File: src/rtl/pwm_pkg.sv
// rtl/pwm_pkg.sv - shared constants and types for the RC pulse meter
//
// Purpose: value width, FSM state type and default timing limits shared by
//          rc_pulse_meter and its testbench.
// Ports:   none (package).
package pwm_pkg;

    localparam int PWM_W = 16;

    localparam int DEF_MIN_US     = 800;
    localparam int DEF_MAX_US     = 2200;
    localparam int DEF_TIMEOUT_US = 25000;

    typedef enum logic [1:0] {
        ST_WAIT_LOW  = 2'd0,
        ST_WAIT_RISE = 2'd1,
        ST_MEASURE   = 2'd2
    } pwm_state_t;

endpackage

File: src/rtl/pwm_glitch_filter.sv
// rtl/pwm_glitch_filter.sv - input synchronizer and optional glitch filter
//
// Purpose: brings the asynchronous PWM pin into the clock domain through two
//          flops and, when RC_PULSE_METER_FILTER_EN is defined, only accepts a
//          level change after FILTER_LEN consecutive equal samples.
// Config:  RC_PULSE_METER_FILTER_EN defined   -> latency 2+FILTER_LEN cycles
//          RC_PULSE_METER_FILTER_EN undefined -> latency 2 cycles
// Ports:   i_clk    - clock, rising edge
//          i_resetn - asynchronous active-low reset
//          i_pwm    - raw PWM pin
//          o_level  - filtered level
module pwm_glitch_filter
`ifdef RC_PULSE_METER_FILTER_EN
#(
    parameter int FILTER_LEN = 4
)
`endif
(
    input  logic i_clk,
    input  logic i_resetn,
    input  logic i_pwm,
    output logic o_level
);

    logic [1:0] r_sync;

    always_ff @(posedge i_clk or negedge i_resetn) begin
        if (!i_resetn) begin
            r_sync <= 2'b00;
        end else begin
            r_sync <= {r_sync[0], i_pwm};
        end
    end

`ifdef RC_PULSE_METER_FILTER_EN
    localparam int CW = (FILTER_LEN > 1) ? $clog2(FILTER_LEN) : 1;

    logic [CW-1:0] r_cnt;
    logic          r_level;

    // r_cnt counts consecutive samples that disagree with the held level;
    // any agreeing sample restarts the run.
    always_ff @(posedge i_clk or negedge i_resetn) begin
        if (!i_resetn) begin
            r_cnt   <= '0;
            r_level <= 1'b0;
        end else if (r_sync[1] == r_level) begin
            r_cnt <= '0;
        end else if (r_cnt == CW'(FILTER_LEN - 1)) begin
            r_level <= r_sync[1];
            r_cnt   <= '0;
        end else begin
            r_cnt <= r_cnt + 1'b1;
        end
    end

    assign o_level = r_level;
`else
    assign o_level = r_sync[1];
`endif

endmodule

File: src/rtl/rc_pulse_meter.sv
// rtl/rc_pulse_meter.sv - RC servo PWM high-time meter with range and timeout
//
// Purpose: measures the high time of an RC PWM signal in microseconds,
//          reports accepted widths, flags out-of-range pulses and declares
//          the signal lost after TIMEOUT_US without a valid pulse.
// Config:  RC_PULSE_METER_FILTER_EN enables the glitch filter.
// Ports:   i_clk         - clock, rising edge
//          i_resetn      - asynchronous active-low reset
//          i_pwm         - raw PWM pin, asynchronous
//          o_pwm_value   - last accepted width in us (0 after timeout)
//          o_pwm_ready   - 1-cycle strobe on every o_pwm_value update
//          o_range_err   - 1-cycle strobe for an out-of-range pulse
//          o_signal_lost - level, high while timed out
module rc_pulse_meter
    import pwm_pkg::*;
#(
    parameter int clockFreq  = 100_000_000,
    parameter int MIN_US     = DEF_MIN_US,
    parameter int MAX_US     = DEF_MAX_US,
    parameter int TIMEOUT_US = DEF_TIMEOUT_US,
    parameter int FILTER_LEN = 4
) (
    input  logic             i_clk,
    input  logic             i_resetn,
    input  logic             i_pwm,
    output logic [PWM_W-1:0] o_pwm_value,
    output logic             o_pwm_ready,
    output logic             o_range_err,
    output logic             o_signal_lost
);

    localparam int               DIV        = clockFreq / 1_000_000;
    localparam int               PW         = (DIV > 1) ? $clog2(DIV) : 1;
    localparam logic [PW-1:0]    L_DIV_LAST = PW'(DIV - 1);
    localparam logic [PWM_W-1:0] L_MIN      = PWM_W'(MIN_US);
    localparam logic [PWM_W-1:0] L_MAX      = PWM_W'(MAX_US);
    localparam logic [PWM_W-1:0] L_TO_LAST  = PWM_W'(TIMEOUT_US - 1);
    localparam logic [PWM_W-1:0] L_SAT      = {PWM_W{1'b1}};
    // Cycles after reset before the filtered level is trusted to reflect the pin.
    localparam logic [7:0]       L_SETTLE   = 8'(FILTER_LEN + 4);

    logic [1:0]       r_rst_sync;
    logic             w_rst_n;
    logic             w_level;
    logic             r_level_d;
    logic             w_rise;
    logic             w_fall;
    logic [PW-1:0]    r_presc;
    logic             w_tick;
    logic [7:0]       r_settle;
    logic             w_settled;
    pwm_state_t       r_state;
    pwm_state_t       w_next;
    logic [PWM_W-1:0] r_width;
    logic [PWM_W-1:0] w_width_inc;
    logic [PWM_W-1:0] w_width_fin;
    logic [PWM_W-1:0] r_timeout;
    logic             w_to_hit;
    logic             w_fall_ok;
    logic             w_fall_bad;
    logic [PWM_W-1:0] r_value;
    logic             r_ready;
    logic             r_range_err;
    logic             r_lost;

    // Reset asserts asynchronously but releases two clocks later.
    always_ff @(posedge i_clk or negedge i_resetn) begin
        if (!i_resetn) begin
            r_rst_sync <= 2'b00;
        end else begin
            r_rst_sync <= {r_rst_sync[0], 1'b1};
        end
    end
    assign w_rst_n = r_rst_sync[1];

`ifdef RC_PULSE_METER_FILTER_EN
    pwm_glitch_filter #(.FILTER_LEN(FILTER_LEN)) u_filter (
`else
    pwm_glitch_filter u_filter (
`endif
        .i_clk    (i_clk),
        .i_resetn (w_rst_n),
        .i_pwm    (i_pwm),
        .o_level  (w_level)
    );

    assign w_rise      = w_level & ~r_level_d;
    assign w_fall      = ~w_level & r_level_d;
    assign w_tick      = (r_presc == L_DIV_LAST);
    assign w_settled   = (r_settle == L_SETTLE);
    assign w_width_inc = (r_width == L_SAT) ? r_width : r_width + 1'b1;
    // A tick landing on the falling-edge cycle still belongs to the pulse.
    assign w_width_fin = w_tick ? w_width_inc : r_width;
    assign w_to_hit    = w_tick && (r_timeout == L_TO_LAST);

    always_ff @(posedge i_clk or negedge w_rst_n) begin
        if (!w_rst_n) begin
            r_level_d <= 1'b0;
            r_presc   <= '0;
            r_settle  <= '0;
            r_state   <= ST_WAIT_LOW;
        end else begin
            r_level_d <= w_level;
            r_state   <= w_next;
            if (!w_settled) begin
                r_settle <= r_settle + 1'b1;
            end
            // Restarting on the rising edge aligns the us grid to the pulse.
            if (w_rise || w_tick) begin
                r_presc <= '0;
            end else begin
                r_presc <= r_presc + 1'b1;
            end
        end
    end

    always_comb begin
        w_next     = r_state;
        w_fall_ok  = 1'b0;
        w_fall_bad = 1'b0;
        case (r_state)
            ST_WAIT_LOW: begin
                if (w_settled && !w_level) begin
                    w_next = ST_WAIT_RISE;
                end
            end
            ST_WAIT_RISE: begin
                if (w_rise) begin
                    w_next = ST_MEASURE;
                end
            end
            ST_MEASURE: begin
                if (w_fall) begin
                    w_next = ST_WAIT_RISE;
                    if (w_width_fin >= L_MIN && w_width_fin <= L_MAX) begin
                        w_fall_ok = 1'b1;
                    end else begin
                        w_fall_bad = 1'b1;
                    end
                end
            end
            default: w_next = ST_WAIT_LOW;
        endcase
    end

    always_ff @(posedge i_clk or negedge w_rst_n) begin
        if (!w_rst_n) begin
            r_width     <= '0;
            r_timeout   <= '0;
            r_value     <= '0;
            r_ready     <= 1'b0;
            r_range_err <= 1'b0;
            r_lost      <= 1'b0;
        end else begin
            if (r_state == ST_WAIT_RISE && w_rise) begin
                r_width <= '0;
            end else if (r_state == ST_MEASURE && w_tick) begin
                r_width <= w_width_inc;
            end

            if (w_fall_ok) begin
                r_timeout <= '0;
            end else if (w_tick && r_timeout != L_SAT) begin
                r_timeout <= r_timeout + 1'b1;
            end

            r_ready <= w_fall_ok || w_to_hit;
            // The timeout strobe takes precedence so both never coincide.
            r_range_err <= w_fall_bad && !w_to_hit;

            if (w_fall_ok) begin
                r_value <= w_width_fin;
                r_lost  <= 1'b0;
            end else if (w_to_hit) begin
                r_value <= '0;
                r_lost  <= 1'b1;
            end
        end
    end

    assign o_pwm_value   = r_value;
    assign o_pwm_ready   = r_ready;
    assign o_range_err   = r_range_err;
    assign o_signal_lost = r_lost;

endmodule

File: config.mk
export PLATFORM = sky130hd
export DESIGN_NAME = rc_pulse_meter
export DESIGN_NICKNAME = d
export VERILOG_FILES = /design/src/rtl/pwm_pkg.sv /design/src/rtl/pwm_glitch_filter.sv /design/src/rtl/rc_pulse_meter.sv
export SDC_FILE = /design/constraint.sdc
export NUM_CORES = 1
export LEC_CHECK = 0
export BUFFER_PORTS_ARGS = -buffer_cell sky130_fd_sc_hd__buf_2
export CAP_MARGIN = 0
export CORE_MARGIN = 2
export CORE_UTILIZATION = 32
export DETAILED_ROUTE_END_ITERATION = 7
export PLACE_DENSITY = 0.51
export SLEW_MARGIN = 20
export SYNTH_ARGS = -nofsm -noshare
export SYNTH_HDL_FRONTEND = slang
export SYNTH_HIERARCHICAL = 1
export SYNTH_SLANG_ARGS = --single-unit
export TNS_END_PERCENT = 30
File: constraint.sdc
create_clock -name i_clk -period 5.8 [get_ports i_clk]
set_clock_uncertainty 0.1 [all_clocks]
set_input_delay 0.87 -clock i_clk [delete_from_list [all_inputs] [get_ports i_clk]]
set_output_delay 0.87 -clock i_clk [all_outputs]
set_load 0.005 [all_outputs]
## Word level (Yosys, flattened, before mapping)

Index checks and enable logic that the tools add are counted.

| cells by class | value |
|---|---|
| $add $sub $neg | 4 |
| multiplexer cells | 21 |
| reduce and logical (&&, ||, !) cells | 16 |
| bitwise gates (word level) | 4 |
| order comparisons | 2 |
| equal/unequal tests | 10 |

Operators with widths:

| cell | count |
|---|---|
| $mux W16 | 8 |
| $add A16 B1 Y16 const B | 2 |
| $eq A16 B15 Y1 const B | 1 |
| $eq A16 B16 Y1 const B | 1 |
| $ge A16 B10 Y1 const B | 1 |
| $le A16 B12 Y1 const B | 1 |
| $ne A16 B16 Y1 const B | 1 |
| $add A8 B1 Y8 const B | 1 |
| $eq A8 B4 Y1 const B | 1 |
| $mux W1 | 8 |
| $add A7 B1 Y7 const B | 1 |
| $eq A7 B7 Y1 const B | 1 |
| $logic_and A1 B1 Y1 | 7 |
| $mux W7 | 1 |
| $mux W2 | 3 |
| $ne A2 B2 Y1 const B | 3 |
| $pmux W2 S3 | 1 |
| $reduce_bool A2 Y1 | 3 |
| $reduce_and A3 Y1 | 1 |
| $and A1 B1 Y1 | 2 |
| $eq A2 B1 Y1 const B | 1 |
| $eq A2 B2 Y1 const B | 1 |
| $logic_not A1 Y1 | 2 |
| $logic_not A2 Y1 | 1 |
| other kinds (2) | 4 |

| storage, ports and cells | value |
|---|---|
| register bits after elaboration | 73 |
| output and inout bits | 19 |
| input port bits | 3 |

## Logic depth before layout (Yosys ltp)

Gate-level depths: netlist of run 1.

| depth | value |
|---|---|
| depth after elaboration | 9 |
| depth in mapped cells | 12 |
| gate-level depth less buffers | 8 |

## Modules after synthesis

Netlist of run 1, hierarchy kept.

Modules (own cells, without submodules):

| module | times used | cells each | area each (um^2) |
|---|---|---|---|
| rc_pulse_meter | 1 | 430 | 4006.3 |
| pwm_glitch_filter | 1 | 2 | 50.0 |

## Worst setup path after synthesis of run 1

Ideal clock, no wire load.

| timing | value |
|---|---|
| path kind | flip-flop to flip-flop |
| start point | register r_width[1] |
| end point | register r_value[8] (netlist: o_pwm_value[8]) |
| arrival time | 3.119 ns |
| required time | 5.621 ns |
| setup time | 0.079 ns |
| buffers on the path | 4 |
| setup slack | 2.501 ns |
| clock period less this slack | 3.299 ns |
| stages on the path, launching flop included | 13 |
| path through | dfrtp_1 > ha_1 > buf_4 > nand3_1 > or4_1 > buf_1 > a311oi_1 > nor3_1 > o221a_2 > nor4_2 > buf_6 > buf_8 > mux2i_1 |

| between the ends | value |
|---|---|
| longest elaborated chain between the ends | 9 |

RTL lines:

| what | RTL line | RTL |
|---|---|---|
| from (decl) | rc_pulse_meter.sv:54 | `logic [PWM_W-1:0] r_width;` |
| from (signal assigned) | rc_pulse_meter.sv:158 | `r_width <= w_width_inc;` |
| $add A16 B1 Y16 or $eq A16 B16 Y1 (tied branches) | rc_pulse_meter.sv:91 | `assign w_width_inc = (r_width == L_SAT) ? r_width : r_width + 1'b1;` |
| $mux W16 | rc_pulse_meter.sv:91 |  |
| $mux W16 (*) | rc_pulse_meter.sv:93 | `assign w_width_fin = w_tick ? w_width_inc : r_width;` |
| $ge A16 B10 Y1 or $le A16 B12 Y1 (tied branches) | rc_pulse_meter.sv:135 | `if (w_width_fin >= L_MIN && w_width_fin <= L_MAX) begin` |
| $logic_and A1 B1 Y1 | rc_pulse_meter.sv:135 |  |
| $mux W1 | rc_pulse_meter.sv:135 |  |
| $mux W1 | rc_pulse_meter.sv:133 | `if (w_fall) begin` |
| $mux W1 | rc_pulse_meter.sv:121 | `case (r_state)` |
| $mux W16 or $reduce_bool A2 Y1 (tied branches) | - |  |
| to (signal assigned) | rc_pulse_meter.sv:172 | `r_value <= w_width_fin;` |
| to (decl) | rc_pulse_meter.sv:61 | `logic [PWM_W-1:0] r_value;` |

Mark *: on every way between the ends. The rest lies on a longest branch, timed or not.
A chain may end at the register's enable or synchronous reset.

## Worst setup path after layout of run 1

| timing | value |
|---|---|
| start point | register r_width[0] |
| end point | register r_value[1] (netlist: o_pwm_value[1]) |

Same word-level chain as after synthesis.

==> results of run 1 <==
[synthesized netlist by cell type (all sizes together) (2+ instances only)]
library cell	instances
and4	8
buf	12
nand2	50
mux2	2
xor2	13
a21boi	2
nor4	8
a21oi	18
nor2	43
and3	10
nor3	15
nor3b	2
xnor2	21
a211oi	2
nand4	11
nand3	21
mux2i	13
ha	5
a22o	3
inv	7
nand3b	2
dfrtp	73
or4	5
o21ai	21
a31oi	11
and2	3
nor2b	4
clkbuf	12
o31ai	7
o211ai	2
o31a	3
nand2b	3
o221a	2
or2	2
[logic make-up after synthesis]
kind of cell / synth area share
xor+xnor: 0.0734
fa+ha+maj: 0.0154
compound gates: 0.134
simple gates: 0.248
other cells: 0.000924
buf+inv: 0.0404
flops: 0.450
mux: 0.0376
[cell type report]
class,count,share of cell area
multi-input combinational,328,0.456
sequential,73,0.400
clock buffer,9,0.0493
tap,172,0.0471
timing repair buffer,25,0.0296
clock inverter,7,0.0123
inverter,7,0.00575
[final timing paths]
kind,startpoint,slack [ps],endpoint
setup / recovery,r_width[0],1390,o_pwm_value[1]
hold / removal,i_resetn,200,r_rst_sync[0]
setup reg to reg,r_width[0],1390,o_pwm_value[1]
hold reg to reg,r_rst_sync[1],200,r_width[14]
max in group asynchronous,r_rst_sync[1],4400,o_pwm_value[3]
min in group i_clk,r_rst_sync[0],250,r_rst_sync[1]
[through the flow]
stage,power (µW),util,hold slack (ps),cells
after detailed placement,596,0.343,236,605
after global placement,593,0.342,222,605
after CTS,1130,0.365,191,621
after floorplan,580,-,231,432
final,1110,0.365,200,621
after global routing,1160,0.365,193,621
[metal layers]
metal  track usage  vias to the layer above  part of all wire
met1         0.222                     1517              0.53
met5             0                        -                 0
met4        0.0447                        0             0.010
met3        0.0488                        8             0.035
met2         0.216                       43              0.42
li1              -                     1595                 -
[flip-flops by register name, summed over array words and instances (netlist names)]
signal	count
r_width	16
r_rst_sync	2
o_range_err	1
o_pwm_value	16
o_signal_lost	1
o_pwm_ready	1
r_timeout	16
r_presc	7
u_filter/r_sync	2
r_settle	8
r_level_d	1
r_state	2
[critical path, cell delays in order (launching register included)]
cell	delay [ps]
dfrtp_1	500
ha_1	380
nand3_1	340
or4_1	770
a311oi_1	380
nor3_1	120
o221a_2	330
nor4_4	920
buf_4	300
mux2i_1	180
[report_power, final]
group	internal [µW]	total, µW	switching [µW]
clock network	293	524	231
registers	524	542	18.4
logic	17.5	43.1	25.6
[cell usage in the layout, fill, tap and decap left out, drive strengths merged, types with 3 or more instances in the layout]
cell type	instances
a21oi	18
nand2	50
o31a	3
nor2b	4
and2	3
a31oi	11
nor4	8
o21ai	21
inv	8
xnor2	21
ha	5
buf	25
and4	8
o31ai	7
or4	5
clkinv	5
clkbuf	9
nand3	21
dfrtp	73
a22o	3
nand2b	3
and3	10
xor2	13
nand4	11
nor2	43
mux2i	13
nor3	15
==> out/metrics.cfg, run 1 <==
[sta]
finalSetupTns_ps=0
fin_crit_sh=0.760
period_minus_slack_ps=4410
rsz0062_at_grt=no
setup_violations=0
worst_pin_slew_ps=1070
max_freq_mhz=227
drv_slew=0
hold_viol=0
setup_ws_ps=1390
maxSlewHeadroom=0.280

[clock_tree]
cts_buffers=9
clock_sinks=73
postCtsResizedCells=0
hold_buffers=0
cts_max_path_buffers=2
h-tree-depth=3
clock-root-buffer=clkbuf_16
tritoncts=done
cts_setup_buffers=0
insertion_delay_ps=340
clkTransAtPathRegs_ps=60

[grt]
grt-ovfl-total=0
grt_max_degree=43
grt_pass1_vias=3146
antenna_found_initial=0
grt_pass1_wl_um=16100
grtUsageTotal=0.152

[logic_synthesis]
yosysSeqAreaShare=0.450
syn-num-nets=440
ys_types=62
synthCells=432
synth-async-reset-ratio=1.00
syn_area_um2=4060
yosys.area.top_type=dfrtp_1
ys_ff_latch=73
synth_edf_count=0
ys_top_cells_by_area=dfrtp_1 (45%), nand2_1 (4.6%), xnor2_1 (4.5%)
synth_top_area_share=0.450
synth_ff_type=dfrtp_1
ys.warnings.count=6
syn_area_per_cell_um2=9.39

[place]
place_area_um2=4290
dpl_worst_slack_ps=1430
gp_congestion=0.852
hpwl_um=6450
port_buffers=21

[job]
maxCapViolations=0

[power]
powerDensity_nw_per_um2=243
power_leakage_uw=0.00193
peakVddDrop_mv=0.135

[floorplanning]
die-area_um2=13600
io_pins=22
initial_core_util=0.324
row_count=41
coreArea_um2=12500
die_y_um=117
die_x_um=117

[worst_setup_path]
criticalPathCategory=reg2reg
cp.required_ps=5970
r2r_cells=9
critPathMaxFanout=13
start_kind=register
worstPathArrival_ps=4580
crit_path_end_kind=register

[route]
wl_per_cell_um=14.8
wl_um=9180
drc_errors=0
drt-initial-drc-count=245
ant_nets=0
routed_via_density=5.09
via_count=3163
dr.pass1.iters=4

[finish]
fin_nets=452
syn_to_final_growth_pct=12.6
seqCellArea_um2=1830
drive_gt1_frac=0.131
diodes=0
finalInstanceArea_um2=4570
multiInputGateArea_um2=2080
fillerInstances=1298

[hold_path]
hold_path.class=in2async

[status]
status=completed

Note: power is estimated with default switching activity, not from simulation.
==> inputs of run 2 (changes only) <==
clock period = 4.4 ns   (was 5.8 ns; I/O delays follow)
==> run 2 against run 1 <==
  * Cell area up 1.4%
  * Non-clock buffer count up 6
  * Die area unchanged
  * Largest power group unchanged
==> out/metrics.cfg, run 2 (same netlist as run 1, synthesis figures left out) <==
[sta]
period_minus_slack_ps=3780  ; -629 ps
rsz0062_at_grt=no
worst_pin_slew_ps=731  ; -341 ps
maxSlewHeadroom=0.512  ; +0.232
fin_crit_sh=0.859  ; +0.0988
finalSetupTns_ps=0  ; unchanged
setup_violations=0  ; unchanged
max_freq_mhz=265  ; +17%
hold_viol=0  ; unchanged
drv_slew=0  ; unchanged

[floorplanning]
io_pins=22  ; unchanged
coreArea_um2=12500  ; unchanged
die-area_um2=13600  ; unchanged
die_x_um=117  ; unchanged
die_y_um=117  ; unchanged
row_count=41  ; unchanged
initial_core_util=0.324  ; unchanged

[power]
power_leakage_uw=0.00196  ; +1.3%
powerDensity_nw_per_um2=321  ; +32%
peakVddDrop_mv=0.249  ; +84%

[finish]
diodes=0  ; unchanged
post-route-util=0.370  ; +0.00520
fillerInstances=1294  ; -0.31%
syn_to_final_growth_pct=14.3
final_common_cell=dfrtp_1
fin_nets=458  ; +1.3%
drive_gt1_frac=0.137  ; +0.00516
final_cell_mix=dfrtp_1 (72), nand2_1 (50), nor2_1 (42)

[grt]
grt_pass1_vias=3097  ; -1.6%
antenna_found_initial=0  ; unchanged
grt_pass1_wl_um=16100  ; +0.34%
grt_max_degree=43  ; unchanged
grtUsageTotal=0.156  ; +0.00306
grt-ovfl-total=0  ; unchanged

[worst_setup_path]
crit_path_end_kind=register
criticalPathCategory=reg2reg
start_kind=register
worstPathArrival_ps=3880  ; -700 ps
cp.required_ps=4500  ; -1470 ps
critPathMaxFanout=19  ; +6

[place]
port_buffers=21  ; unchanged
gp_congestion=0.858  ; +0.62%
hpwl_um=6620  ; +2.6%

[status]
status=completed

[route]
drt-initial-drc-count=163  ; -33%
ant_nets=0  ; unchanged
dr.pass1.iters=4  ; unchanged
wl_per_cell_um=15.2  ; +2.8%
maxUsedRoutingLayer=met4
wirelength_met1_um=4820  ; -1.4%
wl_met3_um=385  ; +21%
via_count=3245  ; +2.6%
wl_um=9510  ; +3.6%
wl_met2_um=4130  ; +6.5%
routed_via_density=5.18  ; +1.8%
drc_errors=0  ; unchanged

[clock_tree]
clock-root-buffer=clkbuf_16
tritoncts=done
cts_buffers=9  ; unchanged
cts_max_path_buffers=2  ; unchanged
clock_sinks=73  ; unchanged
h-tree-depth=3  ; unchanged
clkTransAtPathRegs_ps=60  ; about the same
insertion_delay_ps=340  ; about the same

[hold_path]
hold_path.class=reg2async

[job]
maxCapViolations=0  ; unchanged

## run 2: area by class of cell
type | instances | area, µm² | share of cell area
multi-input cells | 328 | 2080 | 0.450
well taps | 172 | 215 | 0.0464
clock buffers | 10 | 229 | 0.0494
inverters | 7 | 26.3 | 0.00567
flip-flops and latches | 73 | 1830 | 0.394
clock inverters | 5 | 57.6 | 0.0124
repair buffers | 31 | 195 | 0.0421
## run 2: metrics by stage
step           hold WS, ps  total power (µW)  instances  setup slack (ps)  cell area [µm²]
2_1_floorplan          231               764        432              1100             4060
3_3_place_gp           227               782        610               774             4340
3_5_place_dp           232               784        610               676             4340
4_1_cts                233              1510        626               682             4630
5_1_grt                266              1550        626               308             4630
6_report               202              1490        626               622             4630
## run 2: routing by layer
layer	up-vias	global-route usage
met1	1578	0.220
met4	0	0.0525
li1	1599	-
met2	56	0.221
met5	-	0
met3	12	0.0550
## run 2: critical path, cell delays in order (launching register included)
cell and delay (ps):
dfrtp_1 520, ha_1 370, nand3_1 340, nor4_2 400, buf_4 290, nor4b_2 90, o311ai_0 520, a211oi_2 210
nor3_1 570, o221ai_1 220
## run 2: timing repair
action / in CTS / in global routing
buffers inserted: 0 / 0
gates resized for setup: 0 / 0
hold buffers: 1 / 0
hold endpoints to repair: 2 / 0
## run 2: final timing paths
path / from / end / slack [ps] / cells after the start
worst max-delay path: r_width[0] / o_pwm_value[11] / 620 / 9
worst min-delay path: r_rst_sync[1] / r_presc[3] / 200 / 0
worst max register to register: r_width[0] / o_pwm_value[11] / 620 / 9
worst min register to register: r_rst_sync[1] / r_presc[3] / 200 / 0
max in group asynchronous: r_rst_sync[1] / r_timeout[2] / 3000 / 1
min in group i_clk: u_filter/r_sync[0] / u_filter/r_sync[1] / 250 / 0
## run 2: where the power goes
part,internal [µW],switching [µW],total (µW)
Combinational,23.3,32.8,56.2
Clock,434,280,714
Sequential,691,24.1,715
Total,1150,337,1490
